[config.mk]
export PLATFORM = sky130hd
export DESIGN_NAME = pe_array_drain
export DESIGN_NICKNAME = d
export VERILOG_FILES = /design/src/rtl/pe_array_drain.sv
export SDC_FILE = /design/constraint.sdc
export NUM_CORES = 1
export LEC_CHECK = 0
export ABC_AREA = 1
export CORE_AREA = 8 8 216 218
export CTS_CLUSTER_SIZE = 10
export DETAILED_ROUTE_END_ITERATION = 12
export DIE_AREA = 0 0 224 226
export PLACE_DENSITY = 0.46
export SLEW_MARGIN = 20
export SYNTH_ARGS = -nofsm -noshare
export SYNTH_HDL_FRONTEND = slang
export SYNTH_SLANG_ARGS = --single-unit
[constraint.sdc]
create_clock -name clk -period 1.6 [get_ports clk]
set_input_delay 0.32 -clock clk [delete_from_list [all_inputs] [get_ports clk]]
set_output_delay 0.32 -clock clk [all_outputs]
set_load 0.005 [all_outputs]
[src/rtl/pe_array_drain.sv]
// Drains a ROWS x COLS PE accumulator array in row-major order over a valid/ready
// stream, then pulses the block clear. Define PE_DRAIN_SAT_EN to saturate res_data.
module pe_array_drain #(
  parameter int ROWS = 4,
  parameter int COLS = 4,
  parameter int ACCW = 32,
  parameter int OUTW = 16,
  localparam int RW = (ROWS > 1) ? $clog2(ROWS) : 1,
  localparam int CW = (COLS > 1) ? $clog2(COLS) : 1
) (
  input  logic                      clk,
  input  logic                      rst_n,
  input  logic                      start,
  input  logic [ROWS*COLS*ACCW-1:0] acc_in,
  input  logic [ROWS*COLS-1:0]      acc_valid_in,
  output logic [ROWS-1:0]           drain_en,
  output logic                      acc_clear_block,
  output logic [OUTW-1:0]           res_data,
  output logic [RW-1:0]             res_row,
  output logic [CW-1:0]             res_col,
  output logic                      res_last,
  output logic                      res_valid,
  input  logic                      res_ready,
  output logic                      busy,
  output logic                      done,
  output logic [1:0]                dbg_state
);

  // Result stream: an element moves when res_valid & res_ready are both high at a
  // rising clk edge. While res_valid=1 and res_ready=0, res_data/res_row/res_col
  // hold. res_ready has no effect while res_valid=0.

  localparam int IW = (ROWS * COLS > 1) ? $clog2(ROWS * COLS) : 1;
  localparam logic [RW-1:0] LAST_ROW = RW'(ROWS - 1);
  localparam logic [CW-1:0] LAST_COL = CW'(COLS - 1);

  typedef enum logic [1:0] {
    IDLE  = 2'd0,
    DRAIN = 2'd1,
    CLEAR = 2'd2
  } state_t;

  state_t          state_q, state_d;
  logic [RW-1:0]   row_q, row_d;
  logic [CW-1:0]   col_q, col_d;
  logic [ROWS-1:0] drain_en_q;
  logic            clear_q;
  logic            busy_q;

  logic            in_drain;
  logic            at_last;
  logic            xfer;
  logic [IW-1:0]   idx;
  logic [31:0]     base;
  logic [ACCW-1:0] elem;
  logic [OUTW-1:0] elem_out;

  assign in_drain = (state_q == DRAIN);
  assign at_last  = (row_q == LAST_ROW) && (col_q == LAST_COL);

  // Element select from the registered counters.
  always_comb begin
    idx  = IW'(row_q) * IW'(COLS) + IW'(col_q);
    base = 32'(idx) * 32'(ACCW);
    elem = acc_in[base +: ACCW];
  end

`ifdef PE_DRAIN_SAT_EN
  // In range only when every bit from OUTW-1 upward matches the sign bit.
  logic [ACCW-OUTW:0] hi_bits;
  always_comb begin
    hi_bits = elem[ACCW-1:OUTW-1];
    if ((&hi_bits) || (~|hi_bits)) begin
      elem_out = elem[OUTW-1:0];
    end else if (elem[ACCW-1]) begin
      elem_out = {1'b1, {(OUTW-1){1'b0}}};
    end else begin
      elem_out = {1'b0, {(OUTW-1){1'b1}}};
    end
  end
`else
  assign elem_out = elem[OUTW-1:0];
`endif

  assign res_valid = in_drain & acc_valid_in[idx];
  assign res_data  = in_drain ? elem_out : '0;
  assign res_row   = row_q;
  assign res_col   = col_q;
  assign res_last  = in_drain & at_last;
  assign xfer      = res_valid & res_ready;

  always_comb begin
    state_d = state_q;
    row_d   = row_q;
    col_d   = col_q;
    case (state_q)
      IDLE: begin
        if (start) begin
          state_d = DRAIN;
          row_d   = '0;
          col_d   = '0;
        end
      end
      DRAIN: begin
        if (xfer) begin
          if (at_last) begin
            state_d = CLEAR;
            row_d   = '0;
            col_d   = '0;
          end else if (col_q == LAST_COL) begin
            col_d = '0;
            row_d = row_q + RW'(1);
          end else begin
            col_d = col_q + CW'(1);
          end
        end
      end
      CLEAR: begin
        state_d = IDLE;
      end
      default: begin
        state_d = IDLE;
        row_d   = '0;
        col_d   = '0;
      end
    endcase
  end

  // Control outputs are registered from the next-state values so they line up
  // with the state they describe.
  always_ff @(posedge clk or negedge rst_n) begin
    if (!rst_n) begin
      state_q    <= IDLE;
      row_q      <= '0;
      col_q      <= '0;
      drain_en_q <= '0;
      clear_q    <= 1'b0;
      busy_q     <= 1'b0;
    end else begin
      state_q    <= state_d;
      row_q      <= row_d;
      col_q      <= col_d;
      drain_en_q <= (state_d == DRAIN) ? (ROWS'(1) << row_d) : '0;
      clear_q    <= (state_d == CLEAR);
      busy_q     <= (state_d != IDLE);
    end
  end

  assign drain_en        = drain_en_q;
  assign acc_clear_block = clear_q;
  assign done            = clear_q;
  assign busy            = busy_q;
  assign dbg_state       = state_q;

endmodule

-- After elaboration in Yosys (flattened, before gate mapping)
Index checks and enable logic that the tools add are counted.
- $add $sub $neg: 3
- $lt $le $gt $ge: 1
- eq/ne operators: 8
- shifts and indexed selects: 2
- multiplexer cells: 18
- bitwise logic cells: 4
- reductions and logical operators: 4
- operators with widths (operator ; number):
    variable part select 512 x 10 -> 16 bit ; 1
    two-way mux 2 bit ; 11
    two-way mux 16 bit ; 1
    one-hot mux 2 bit (3 select lines) ; 2
    == test 2 bit, second input constant ; 4
    < comparator 4 x 5 -> 1 bit, second input constant ; 1
    adder 2 x 1 -> 2 bit, second input constant ; 2
    adder 4 x 2 -> 4 bit ; 1
    binary-select mux 1 bit (select 4 bit) ; 1
    == test 2 x 1 -> 1 bit, second input constant ; 2
    two-way mux 4 bit ; 1
    one-hot mux 2 bit (2 select lines) ; 1
    left shift 1 x 2 -> 4 bit, first input constant ; 1
    bitwise AND 1 bit ; 3
    AND reduction 3 bit ; 1
    zero test 2 bit ; 1
    inequality test 2 x 1 -> 1 bit, second input constant ; 1
    inequality test 2 bit, second input constant ; 1
    nonzero test 2 bit ; 1
    logical AND 1 bit ; 1
    two-way mux 1 bit ; 1
    NOT 1 bit ; 1
- bits in registers: 12
- input bits: 532
- output and inout port bits: 31
- logic and storage cells: 46

-- Logic depth before layout (Yosys ltp)
Gate-level depths: netlist (run 1).
- word-level depth: 9
- mapped depth: 14
- mapped depth without buffers: 13

-- Worst setup path before layout (run 1)
No wires, ideal clock.
- path type: reg-to-output
- start point: reg col_q[1] (netlist: res_col[1])
- end point: out res_data[14]
- arrival: 1.466 ns
- required time: 1.280 ns
- slack: -0.186 ns
- cell stages (with the launch flop): 8
- buffers on the path: 2
- cell sequence: dfrtp_1 -> inv_1 -> buf_4 -> clkbuf_1 -> o21ai_0 -> o221ai_1 -> o211ai_1 -> a21oi_1
- word-level cells in the longest chain between the ends: 3
- ends and longest elaborated chain (what ; RTL line ; RTL):
    start, declared ; 45 ; logic [CW-1:0] col_q, col_d;
    start signal, assigned ; 142 ; col_q <= col_d;
    adder 4 x 2 -> 4 bit ; 63 ; idx = IW'(row_q) * IW'(COLS) + IW'(col_q);
    variable part select 512 x 10 -> 16 bit ; 65 ; elem = acc_in[base +: ACCW];
    two-way mux 16 bit ; 86 ; assign res_data = in_drain ? elem_out : '0;
    end, declared ; 18 ; output logic [OUTW-1:0] res_data,
Every way passes these cells.

-- Worst setup path after layout (run 1)
- start point: reg col_q[0] (netlist: res_col[0])
- end point: out res_data[9]
The elaborated chain is that of the path after synthesis.

==> results of run 1 <==
[metrics by stage]
step / worst slack, ns / TNS [ns] / cell area, um2
4_1_cts: -0.9326 / -20.99 / 8574
2_1_floorplan: -0.07895 / -1.090 / 3090
3_3_place_gp: -1.182 / -24.94 / 7411
6_report: -0.8444 / -18.87 / 9044
3_5_place_dp: -1.213 / -25.04 / 7411
5_1_grt: -0.9617 / -21.65 / 9044
[placed cells by master, fill, tap and decap left out, drive strengths merged]
master           n
nor2           136
clkbuf           9
or2              1
buf            142
nor3             2
ha               2
clkdlybuf4s50  283
o221ai          47
clkinv           2
nor4             1
o211ai          18
dfrtp           12
o21ai          133
o22ai           18
nand2           37
inv             22
dlymetal6s2s     1
nand3           30
bufbuf           3
a21oi           23
dlygate4sd2      2
[per-layer routing]
metal	vias to the layer above	global-route usage	wire length, um
li1	2736	-	-
met1	2729	0.1541	14290
met2	291	0.1906	14800
met3	44	0.03116	2545
met4	8	0.02889	787
met5	-	0	53
[cell families (layout without fill, tap and decap cells)]
| family | count (synthesis) | in the layout | share of synthesized area |
|---|---|---|---|
| adders and majority gates | 2 | 2 | 0.008430 |
| and+or+nand+nor | 207 | 207 | 0.2871 |
| DFF | 12 | 12 | 0.1012 |
| buffers and inverters | 81 | 464 | 0.1168 |
| AOI/OAI and AO/OA | 239 | 239 | 0.4865 |
[layout make-up]
type / instances / area (um2) / area share
inverter: 24 / 105.1 / 0.01162
timing repair buffer: 436 / 4654 / 0.5147
sequential: 12 / 306.5 / 0.03390
multi-input combinational: 448 / 3148 / 0.3481
tap: 592 / 740.7 / 0.08190
clock buffer: 4 / 88.84 / 0.009823
[critical path, delay by kind of cell, from the launching register on]
family / cells / cell delay, ns
flip-flops: 1 / 0.54
buffers and inverters: 7 / 0.80
AND/OR/NAND/NOR: 1 / 0.03
AO/OA/AOI/OAI: 3 / 0.49
[registers in the layout, indices dropped and copies added, names as in the netlist]
register / count
res_row: 2
acc_clear_block: 1
dbg_state: 2
drain_en: 4
busy: 1
res_col: 2
[power breakdown]
group	switching, uW	internal, uW	leakage [uW]
logic	7850	7230	0.00316
clock network	149	379	0.0000442
registers	117	428	0.000141
total	8120	8040	0.00334
[what timing repair did]
item                                    CTS  global route
buffers inserted                         23            15
endpoints found under the setup margin   35            33
pin swaps                                62            63
cloned                                   13             4
gates resized for setup                 234           122
[worst max-delay path by stage]
stage	startpoint	to	slack [ns]	cells past startpoint
6_report	res_col[0]$_DFFE_PN0P_	res_data[9]	-0.84	11
5_1_grt	res_col[0]$_DFFE_PN0P_	res_data[1]	-0.96	9
4_1_cts	res_col[0]$_DFFE_PN0P_	res_data[1]	-0.93	8
3_5_place_dp	res_col[0]$_DFFE_PN0P_	res_data[6]	-1.21	8
3_3_place_gp	acc_in[454]	res_data[6]	-1.18	7
2_1_floorplan	res_col[0]$_DFFE_PN0P_	res_data[10]	-0.08	8
==> results.md, run 1 <==
- DR vias/cell: 3.831
- CTS tree: done
- Final core occ: 0.2081
- Worst vdd ir: 0.0006660 V
- Max FO, Critical Path: 7
- Root Buffer: clkbuf_16
- IO Count: 563
- Hold buffers post-CTS: 0
- Synth top area cells: o21ai_0 (20%), nor2_1 (17%), o221ai_1 (14%)
- Detailed Route WL: 32,470 um
- Layout cells sized above 1: 0.3203
- Most frequent CP cell: buf_12
- RSZ-0062 raised after global routing: true
- Initial core utilization: 0.06830
- CP arrival: 2.12 ns
- Core area: 43,450 um2
- # Max-Cap Violations: 0
- Mapped Area: 2968 um2
- Slew margin rel.: 0.6324
- Chip width: 224 um
- Commonest cells in the netlist: nor2_1 (135), o21ai_0 (117), o221ai_1 (47), clkbuf_1 (37), nand2_1 (35)
- DRC: 0
- Clock buffer depth: 2
- Synth Warn #: 0
- Mapped Cells: 541
- Row count: 77
- Remaining Overflow, GRT: 0
- Vias in the first global route: 6,093
- Post-synth EDFFs: 0
- Clock latency on the worst-skew pair: 0.24 ns
- Worst hold margin: 0.3872 ns
- Overall routing resource usage: 0.1179
- Fill cell count: 4,853
- CP cell instances: clkinv_8, buf_12, buf_12, buf_16, buf_12, buf_6, nor2_2, o221ai_2, o211ai_1, a21oi_1, buf_2
- Top_reg_cell synth: dfrtp_1
- Fmax: 409.1 MHz
- Initial antenna violation count: 8
- Yosys reg bits: 12
- Failing checks: setup timing
- Fin cells: 1,516
- Detailed placement HPWL: 25,050 um
- Slew @ Worst Pin: 0.5490 ns
- Pins over their slew limit: 0
- Final GP Congestion: 0.8303
- Nets: 1,459
- Worst reg2reg startpoint: res_col[0]$_DFFE_PN0P_
- Initial DRC Count: 349
- Total CTS buffers: 3
- Syn avg cell area: 5.486 um2
- Worst setup margin: -0.8444 ns
- Clock Skew: 0.0006629 ns
- Final min period: 2.444 ns
- Final period utilization: 1.528
- Crit. End Element: output pin
- Yosys top cell by area: o21ai_0
- Layout area overhead: 204.7%
- Setup crit start kind: flop
- Slowest-stage cell, CP: dfrtp_4
- PD cells: 1786 nW/um2
- Post-synthesis cell type count: 27
- First-pass GRT wire length: 43,130 um
- CP max stage delay: 0.54 ns
- CP Data Required Time: 1.28 ns
- R2R Setup Slk: -0.57 ns
- Largest net degree at the start of global routing: 28
- Finish-stage setup viols: 30
- Sequential area share after synthesis: 0.1012
- Post-route antenna net violation count: 0
- Ys async rst share: 1.000
- H-tree depth: 1
- Crit path kind: reg2out
- Leakage: 0.003343 uW
- Syn_nets: 1,075
- Fin. Hold Viols: 0
- # diodes: 0
- Worst-path clk slew: 0.05 ns
- Status: complete, but fails checks
- Tightest Hold Check Type: in2async
- Die area: 50,620 um2
- Count leader, synth: nor2_1
- Num Clock Sinks: 12
- Buffers on Ports: 306
- Register-to-Register Path Depth: 13
- Per-cell routed wire length: 21.42 um
- Inst Count DP: 1,472
- Die Ht: 226 um
- Area fraction of the dominant cell type after synthesis: 0.1973
- DR vias: 5,808
- Drt first pass iters: 7
- Tot Pwr: 16,160 uW
- Worst reg2reg endpoint: busy$_DFF_PN0_
(Power assumes the default switching activity.)
==> run 2, diff against run 1 <==
--- a/config.mk
+++ b/config.mk
@@ -6,11 +6,10 @@
 export NUM_CORES = 1
 export LEC_CHECK = 0
 export ABC_AREA = 1
-export CORE_AREA = 8 8 216 218
+export CORE_AREA = 8 8 213 215
 export CTS_CLUSTER_SIZE = 10
 export DETAILED_ROUTE_END_ITERATION = 12
-export DIE_AREA = 0 0 224 226
-export PLACE_DENSITY = 0.46
+export DIE_AREA = 0 0 221 223
 export SLEW_MARGIN = 20
 export SYNTH_ARGS = -nofsm -noshare
 export SYNTH_HDL_FRONTEND = slang
==> constraint.sdc (replaced) <==
create_clock -name clk -period 2.9 [get_ports clk]
set_input_delay 0.58 -clock clk [delete_from_list [all_inputs] [get_ports clk]]
set_output_delay 0.58 -clock clk [all_outputs]
set_load 0.005 [all_outputs]
==> run 2 against run 1 <==
The run now ends clean. Flip-flop and latch count unchanged. Setup slack improved by 0.93 ns. Total power fell by 56%. Largest power group unchanged.
==> results.md, run 2 (synthesized netlist as in run 1, its figures left out) <==
- Post-route cell area: 7751 um2 (-14%)
- Total CTS buffers: 3 (unchanged)
- First-pass GRT wire length: 42,450 um (-1.6%)
- Register-to-Register Path Depth: 14 (+1)
- Final min period: 2.809 ns
- Die Ht: 223 um (-1.3%)
- Multi-input logic area: 2469 um2 (-22%)
- Die area: 49,280 um2 (-2.6%)
- Overall routing resource usage: 0.1179 (about the same)
- Remaining Overflow, GRT: 0 (unchanged)
- Final period utilization: 0.9688
- Comb power frac: 0.918 (-0.016)
- Register Area: 309.0 um2 (+0.82%)
- Post-route antenna net violation count: 0 (unchanged)
- Commonest cells after routing, fill and taps aside: clkdlybuf4s50_1 (288), nor2_1 (133), o21ai_0 (107), buf_4 (57), nand2_1 (35)
- Final GP Congestion: 0.8394 (+1.1%)
- Worst vdd ir: 0.0004192 V (-37%)
- Layout cells sized above 1: 0.1578 (-0.1626)
- IO Count: 563 (unchanged)
- Num Clock Sinks: 12 (unchanged)
- Largest net degree at the start of global routing: 41 (+46%)
- Core area: 42,320 um2 (-2.6%)
- Max FO, Critical Path: 10 (+3)
- Buffers on Ports: 306 (unchanged)
- Fmax: 355.9 MHz
- Detailed Route WL: 30,750 um (-5.3%)
- Clock latency on the worst-skew pair: 0.24 ns (about the same)
- Switch share: 0.5213 (+0.01891)
- Final core occ: 0.1832 (-0.02496)
- Layout area overhead: 161.2%
- Clock power frac: 0.036 (+0.003)
- Sequential share of power: 0.046 (+0.012)
- Nets: 1,416 (-2.9%)
- Root Buffer: clkbuf_16
- CP Data Required Time: 2.32 ns (+1.04 ns)
- RSZ-0062 raised after global routing: false
- Finish-stage setup viols: 0 (-100%)
- Sw Pwr: 3701 uW (-54%)
- PD cells: 915.8 nW/um2 (-49%)
- Vias in the first global route: 5,790 (-5.0%)
- Fin. Hold Viols: 0 (unchanged)
- Hold path depth: 3
- # Max-Cap Violations: 0 (unchanged)
- Initial DRC Count: 307 (-12%)
- Setup crit start kind: flop
- Status: complete, no violations
- DR vias: 5,577 (-4.0%)
- Setup TNS: 0 ns (+18.87 ns)
- Drt first pass iters: 7 (unchanged)
- Pins over their slew limit: 0 (unchanged)
- Slew margin rel.: 0.6240 (-0.008418)
- Crit path kind: reg2out
- Fin cells: 1,434 (-5.4%)
- Crit. End Element: output pin
- Chip width: 221 um (-1.3%)
- Per-cell routed wire length: 21.45 um (+0.12%)
- Pint: 3398 uW (-58%)
- Clock buffer depth: 2 (unchanged)
- DRC: 0 (unchanged)
- Initial core utilization: 0.07014 (+0.001832)
- Placed cell area: 7029 um2 (-5.1%)
- Tightest Hold Check Type: reg2reg
- Most common cell after layout, fill and taps aside: clkdlybuf4s50_1
- Inst Count DP: 1,396 (-5.2%)
- Row count: 76 (-1.3%)
- Slew @ Worst Pin: 0.5632 ns (+0.01422 ns)
- Leakage: 0.002867 uW (-14%)
- Worst-path clk slew: 0.04 ns (about the same)
- Fill cell count: 4,749 (-2.1%)
- Number of flip-flops in the largest register: 4 (unchanged)
- H-tree depth: 1 (unchanged)
- Hold buffers post-CTS: 0 (unchanged)
- Clock Skew: 0.001924 ns (+0.001261 ns)
- CP arrival: 2.23 ns (+0.11 ns)
- DR vias/cell: 3.889 (+1.5%)
- Initial antenna violation count: 13 (+5)
- CTS tree: done
- Detailed placement HPWL: 23,190 um (-7.4%)
[run 2: final cells by class]
type,instances,share of cell area
clock buffers,4,0.01017
well taps,546,0.08814
inverters,24,0.01421
repair buffers,393,0.5269
diodes,7,0.002260
flip-flops and latches,12,0.03987
multi-input cells,448,0.3185
[run 2: layer usage]
| layer | share of wire | track usage | vias up |
|---|---|---|---|
| met5 | 0.0024 | 0 | - |
| li1 | - | - | 2644 |
| met1 | 0.43 | 0.1465 | 2584 |
| met4 | 0.016 | 0.01916 | 12 |
| met2 | 0.46 | 0.1966 | 299 |
| met3 | 0.092 | 0.04242 | 38 |
[run 2: per-stage QoR]
step	setup WS [ns]	total power, uW	hold WS (ns)
after global routing	0.002820	7705	0.7452
after CTS	-0.03949	7168	0.6777
after global placement	-0.3592	5922	0.6609
final	0.09059	7099	0.6862
after detailed placement	-0.3633	5944	0.6716
after floorplan	0.8538	2771	0.2844
[run 2: worst paths after layout]
kind / start / endpoint / slack (ns)
setup / recovery: res_col[0]$_DFFE_PN0P_ / res_data[5] / 0.09
hold / removal: dbg_state[0]$_DFF_PN0_ / res_row[0]$_DFF_PN0_ / 0.69
setup reg to reg: res_col[0]$_DFFE_PN0P_ / drain_en[0]$_DFF_PN0_ / 0.44
hold reg to reg: dbg_state[0]$_DFF_PN0_ / res_row[0]$_DFF_PN0_ / 0.69
max in group asynchronous: rst_n / res_col[1]$_DFFE_PN0P_ / 1.79
min in group asynchronous: rst_n / drain_en[0]$_DFF_PN0_ / 0.70
[run 2: repair_timing]
action,in CTS,in global routing
gates cloned,8,1
pin swaps,26,14
endpoints found under the setup margin,18,13
resized for setup,100,18
buffers inserted,16,3
[run 2: power by group through the flow]
stage	Clock, uW	Sequential [uW]	Combinational, uW
after floorplan	0	279	2490
after global placement	0	321	5600
after detailed placement	0	319	5620
after CTS	261	329	6580
after global routing	271	336	7100
final	258	327	6510
[run 2: critical path, cell delays in order, from the launching register on]
cell and delay [ns]:
dfrtp_4 0.51, inv_8 0.06, buf_12 0.13, bufbuf_16 0.28, o21ai_1 0.14, o22ai_1 0.09, buf_4 0.15, o211ai_1 0.33
a21oi_1 0.12, buf_2 0.15
==> edit 1, RTL diff (flow settings as in run 1) <==
The option `PE_DRAIN_SAT_EN` is turned on by a define.
--- a/src/rtl/pe_array_drain.sv
+++ b/src/rtl/pe_array_drain.sv
@@ -1,5 +1,7 @@
 // Drains a ROWS x COLS PE accumulator array in row-major order over a valid/ready
 // stream, then pulses the block clear. Define PE_DRAIN_SAT_EN to saturate res_data.
+`define PE_DRAIN_SAT_EN
+
 module pe_array_drain #(
   parameter int ROWS = 4,
   parameter int COLS = 4,
Check against the original RTL: not equivalent (Yosys sat finds a counterexample within 4 cycles, from zero or initial values and one cycle with rst_n low).
==> edit 1 against run 1 <==
The flow still finishes with violations (negative setup slack); synthesized area grew 110%; first-iteration DRC count rose by 97%; sequential cell count stayed put; design area increased by 60%; highest routed layer unchanged; wire length rose by 70%; power increased by 45%; worst setup slack got worse by 0.64 ns; non-clock buffer count is 257 higher; via count increased by 91%.
==> edit 1: results <==
[outcome]
status = "finished, violations left"
violations = "negative setup slack"

[global_route]
grt_overflow = 0
grt_max_degree = 48
gr-usage-met2_pct = 38.67
grt_use_total_pct = 20.08
grtUsageMet3_pct = 5.064
grt_pass1_vias = 11530
grt_pass1_wl_microns = 76850
grtUsageMet1_pct = 22.28

[worst_setup_path]
reg2reg_depth = 16
rrSetupSlack_ns = -0.99
cpPeakStageDelay_ns = 0.53
crit_arrival_ns = 2.76
critical_path_peak_fanout = 9
r2r-end = "busy"

[placement]
io_buffer_count = 562
postPlaceCellArea_sq_um = 12920
dpl.hpwl_microns = 43080
globalplace.congestion = 0.8631

[synth]
ys_seq_area_share_pct = 4.889
syn_nets = 1828
synth_top_cells_by_area = "nand2_1, nand3_1, nor2_1"
synth_common_cells = "nand2_1, nor2_1, nand3_1"
synth_cell_types = 25

[worst_hold_path]
hold_class = "primary input to asynchronous set/reset pin"

[final_layout]
final.fill_count = 4820
final_layout_size_suffix_gt1_share_pct = 14.80
fin_nets = 2414

[timing]
setup_ws_ns = -1.480
clock_skew_ns = 0.003438
setup_violations = 33
worstMarginPinSlew_ns = 0.4786

[power_and_ir_drop]
switching_share_pct = 54.19
ir_drop_mv = 0.7202
leakage_uw = 0.006318

[clocking]
cts-root-buf = "clkbuf_16"
clock_latency_ns = 0.25
htreeDepth = 1

[route]
drtIter0Drc = 686
drt-vias-per-instance = 4.473
routedWlPerCell_microns = 22.31
first_pass_iters = 5
## edit 1: cell count changes in the layout (fill, tap and decap cells not counted), sizes merged, moves of 11 or more
cell	delta
nand2	+380
clkdlybuf4s50	+258
nand3	+160
inv	+88
nor2	+64
o22ai	-18
buf	-17
o21ai	+16
clkbuf	+11
o211ai	-11
## edit 1: critical path, delay by kind of cell (launching register included)
kind / cells / cell delay, ns
AOI/OAI and AO/OA: 1 / 0.17
buffers and inverters: 5 / 0.79
and+or+nand+nor: 11 / 1.02
DFF: 1 / 0.53
## edit 1: area by class of cell
| class | instances | area share, % |
|---|---|---|
| repair buffers | 693 | 51.24 |
| multi-input cells | 1058 | 37.67 |
| repair inverters | 1 | 0.06068 |
| diodes | 3 | 0.05202 |
| well taps | 592 | 5.132 |
| inverters | 111 | 3.069 |
| clock buffers | 4 | 0.6155 |
| flip-flops and latches | 12 | 2.167 |
## edit 1: timing repair
action / 4_1_cts / 5_1_grt
endpoints found under the setup margin: 34 / 34
hold buffers: 0 / 0
setup buffers: 12 / 15
gates cloned: 13 / 5
gates resized for setup: 141 / 132
pin swaps: 17 / 34
## edit 1: cell families after synthesis
| logic type | after synthesis | share of synthesized area (%) |
|---|---|---|
| AO/OA/AOI/OAI | 243 | 23.92 |
| flip-flops | 12 | 4.889 |
| AND/OR/NAND/NOR | 813 | 53.92 |
| adder cells (fa/ha/maj) | 2 | 0.4073 |
| buffers and inverters | 224 | 16.87 |
## edit 1: how the worst max path moves through the flow
stage               startpoint           end  slack, ns  cells past startpoint
finish              res_col[0]  res_data[10]      -1.48                     17
CTS                 res_col[0]   res_data[9]      -1.60                     17
detailed placement  res_col[0]  res_data[13]      -1.77                     15
global placement    res_col[0]  res_data[13]      -1.78                     15
global route        res_col[0]  res_data[10]      -1.64                     17
floorplan           res_col[0]  res_data[10]      -0.57                     15
## edit 1: power by group through the flow
stage / clock network [uW] / registers, uW / logic [uW]
2_1_floorplan: 0 / 485 / 10100
3_3_place_gp: 0 / 554 / 18300
3_5_place_dp: 0 / 559 / 18300
4_1_cts: 542 / 600 / 21300
5_1_grt: 563 / 628 / 24200
6_report: 536 / 608 / 22300
## edit 1: metrics by stage
stage	setup WS [ns]	hold WS (ns)	TNS, ns	util [%]	instances
after CTS	-1.603	0.3844	-38.13	32.03	2456
after floorplan	-0.5742	0.02441	-10.72	-	1294
after global placement	-1.784	0.6500	-42.24	29.73	2428
final	-1.480	0.3791	-35.50	33.22	2474
after global routing	-1.642	0.3972	-39.84	33.20	2472
after detailed placement	-1.771	0.6462	-41.74	29.73	2428
## edit 1: layer usage
| layer | wire, microns | share of wire [%] |
|---|---|---|
| met1 | 21560 | 39 |
| met2 | 28440 | 52 |
| met3 | 4311 | 7.8 |
| met4 | 848 | 1.5 |
| met5 | 34 | 0.062 |
==> edit 2, RTL diff (flow settings as in run 1) <==
Made on the original files. Make the reset (`rst_n`) synchronous in one clocked block.
--- a/src/rtl/pe_array_drain.sv
+++ b/src/rtl/pe_array_drain.sv
@@ -128,7 +128,7 @@
 
   // Control outputs are registered from the next-state values so they line up
   // with the state they describe.
-  always_ff @(posedge clk or negedge rst_n) begin
+  always_ff @(posedge clk) begin
     if (!rst_n) begin
       state_q    <= IDLE;
       row_q      <= '0;
Check against the original RTL: differs if rst_n is asserted again (counterexample within 4 cycles, from zero or initial values and one cycle with rst_n low); with rst_n held inactive, the same outputs for 10 cycles.
==> edit 2 against run 1 <==
The run still ends with negative setup slack left; design area down 3.2%; worst setup slack better by 0.025 ns; clock skew up 0.00051 ns; worst hold slack better by 0.40 ns; critical endpoint is now res_data[4]; cell count up 2.0%; wire length down 6.7%; synthesized area down 1.8%; sequential share of layout area down 0.49 points; non-clock buffer count up 20; count of clock-buffer cells in the layout unchanged; sequential cell count unchanged.
Power is left out: it rests on default switching activity, and per cell area and clock period it moved more than threefold.
==> edit 2: results <==
[global_route]
grt_pass1_wl_microns = 42420
grt_use_total_pct = 11.29
grt_antenna_before_repair = 12

[synth]
syn_nets = 1083
synth_top_cells_by_area = "o21ai_0, nor2_1, o221ai_1"
synth_cell_types = 26
ys_seq_area_share_pct = 8.240
synthCells = 549

[timing]
setup_violations = 30
fin_tns_setup_ns = -15.95
clock_skew_ns = 0.001177
slew_headroom_pct = 75.06
setup_ws_ns = -0.8191

[placement]
postPlaceCellArea_sq_um = 7427
dpl.hpwl_microns = 24120

[worst_hold_path]
hold_class = "flip-flop to flip-flop"

[route]
drtIter0Drc = 267
drt-vias-per-instance = 3.741
routedWlPerCell_microns = 19.58
first_pass_iters = 4

[clocking]
cts_setup_buffers = 31
cts_resized = 233

[worst_setup_path]
rrSetupSlack_ns = -0.44
cpPeakStageDelay_ns = 0.40

[outcome]
violations = "negative setup slack"
status = "finished, violations left"
[edit 2: cell types whose count changed after synthesis, moves of 5 or more]
cell / change
nor2_1: +9
dfrtp_1: -12
dfxtp_1: +12
o21ai_0: -6
clkbuf_1: +5
o21ai_1: +5
[edit 2: final cells by class]
type | instances | area, sq um
Timing Repair Buffer | 456 | 4651
Fill cell | 4883 | 34690
Multi-Input combinational cell | 456 | 2918
Inverter | 24 | 107.6
Antenna cell | 3 | 7.507
Clock buffer | 4 | 78.83
Sequential cell | 12 | 254.0
Tap cell | 592 | 740.7
[edit 2: worst paths after layout]
path / startpoint / endpoint / cells past startpoint
max: res_col[0] / res_data[4] / 11
min: dbg_state[0] / drain_en[3] / 6
max reg2reg: res_col[0] / drain_en[0] / 16
min reg2reg: dbg_state[0] / drain_en[3] / 6
[edit 2: routing by layer]
layer	GRT usage [%]	vias up	wire, microns
li1	-	2800	-
met1	14.32	2670	13500
met2	18.80	277	13650
met3	3.727	28	2688
met4	1.593	12	369
met5	0	-	80
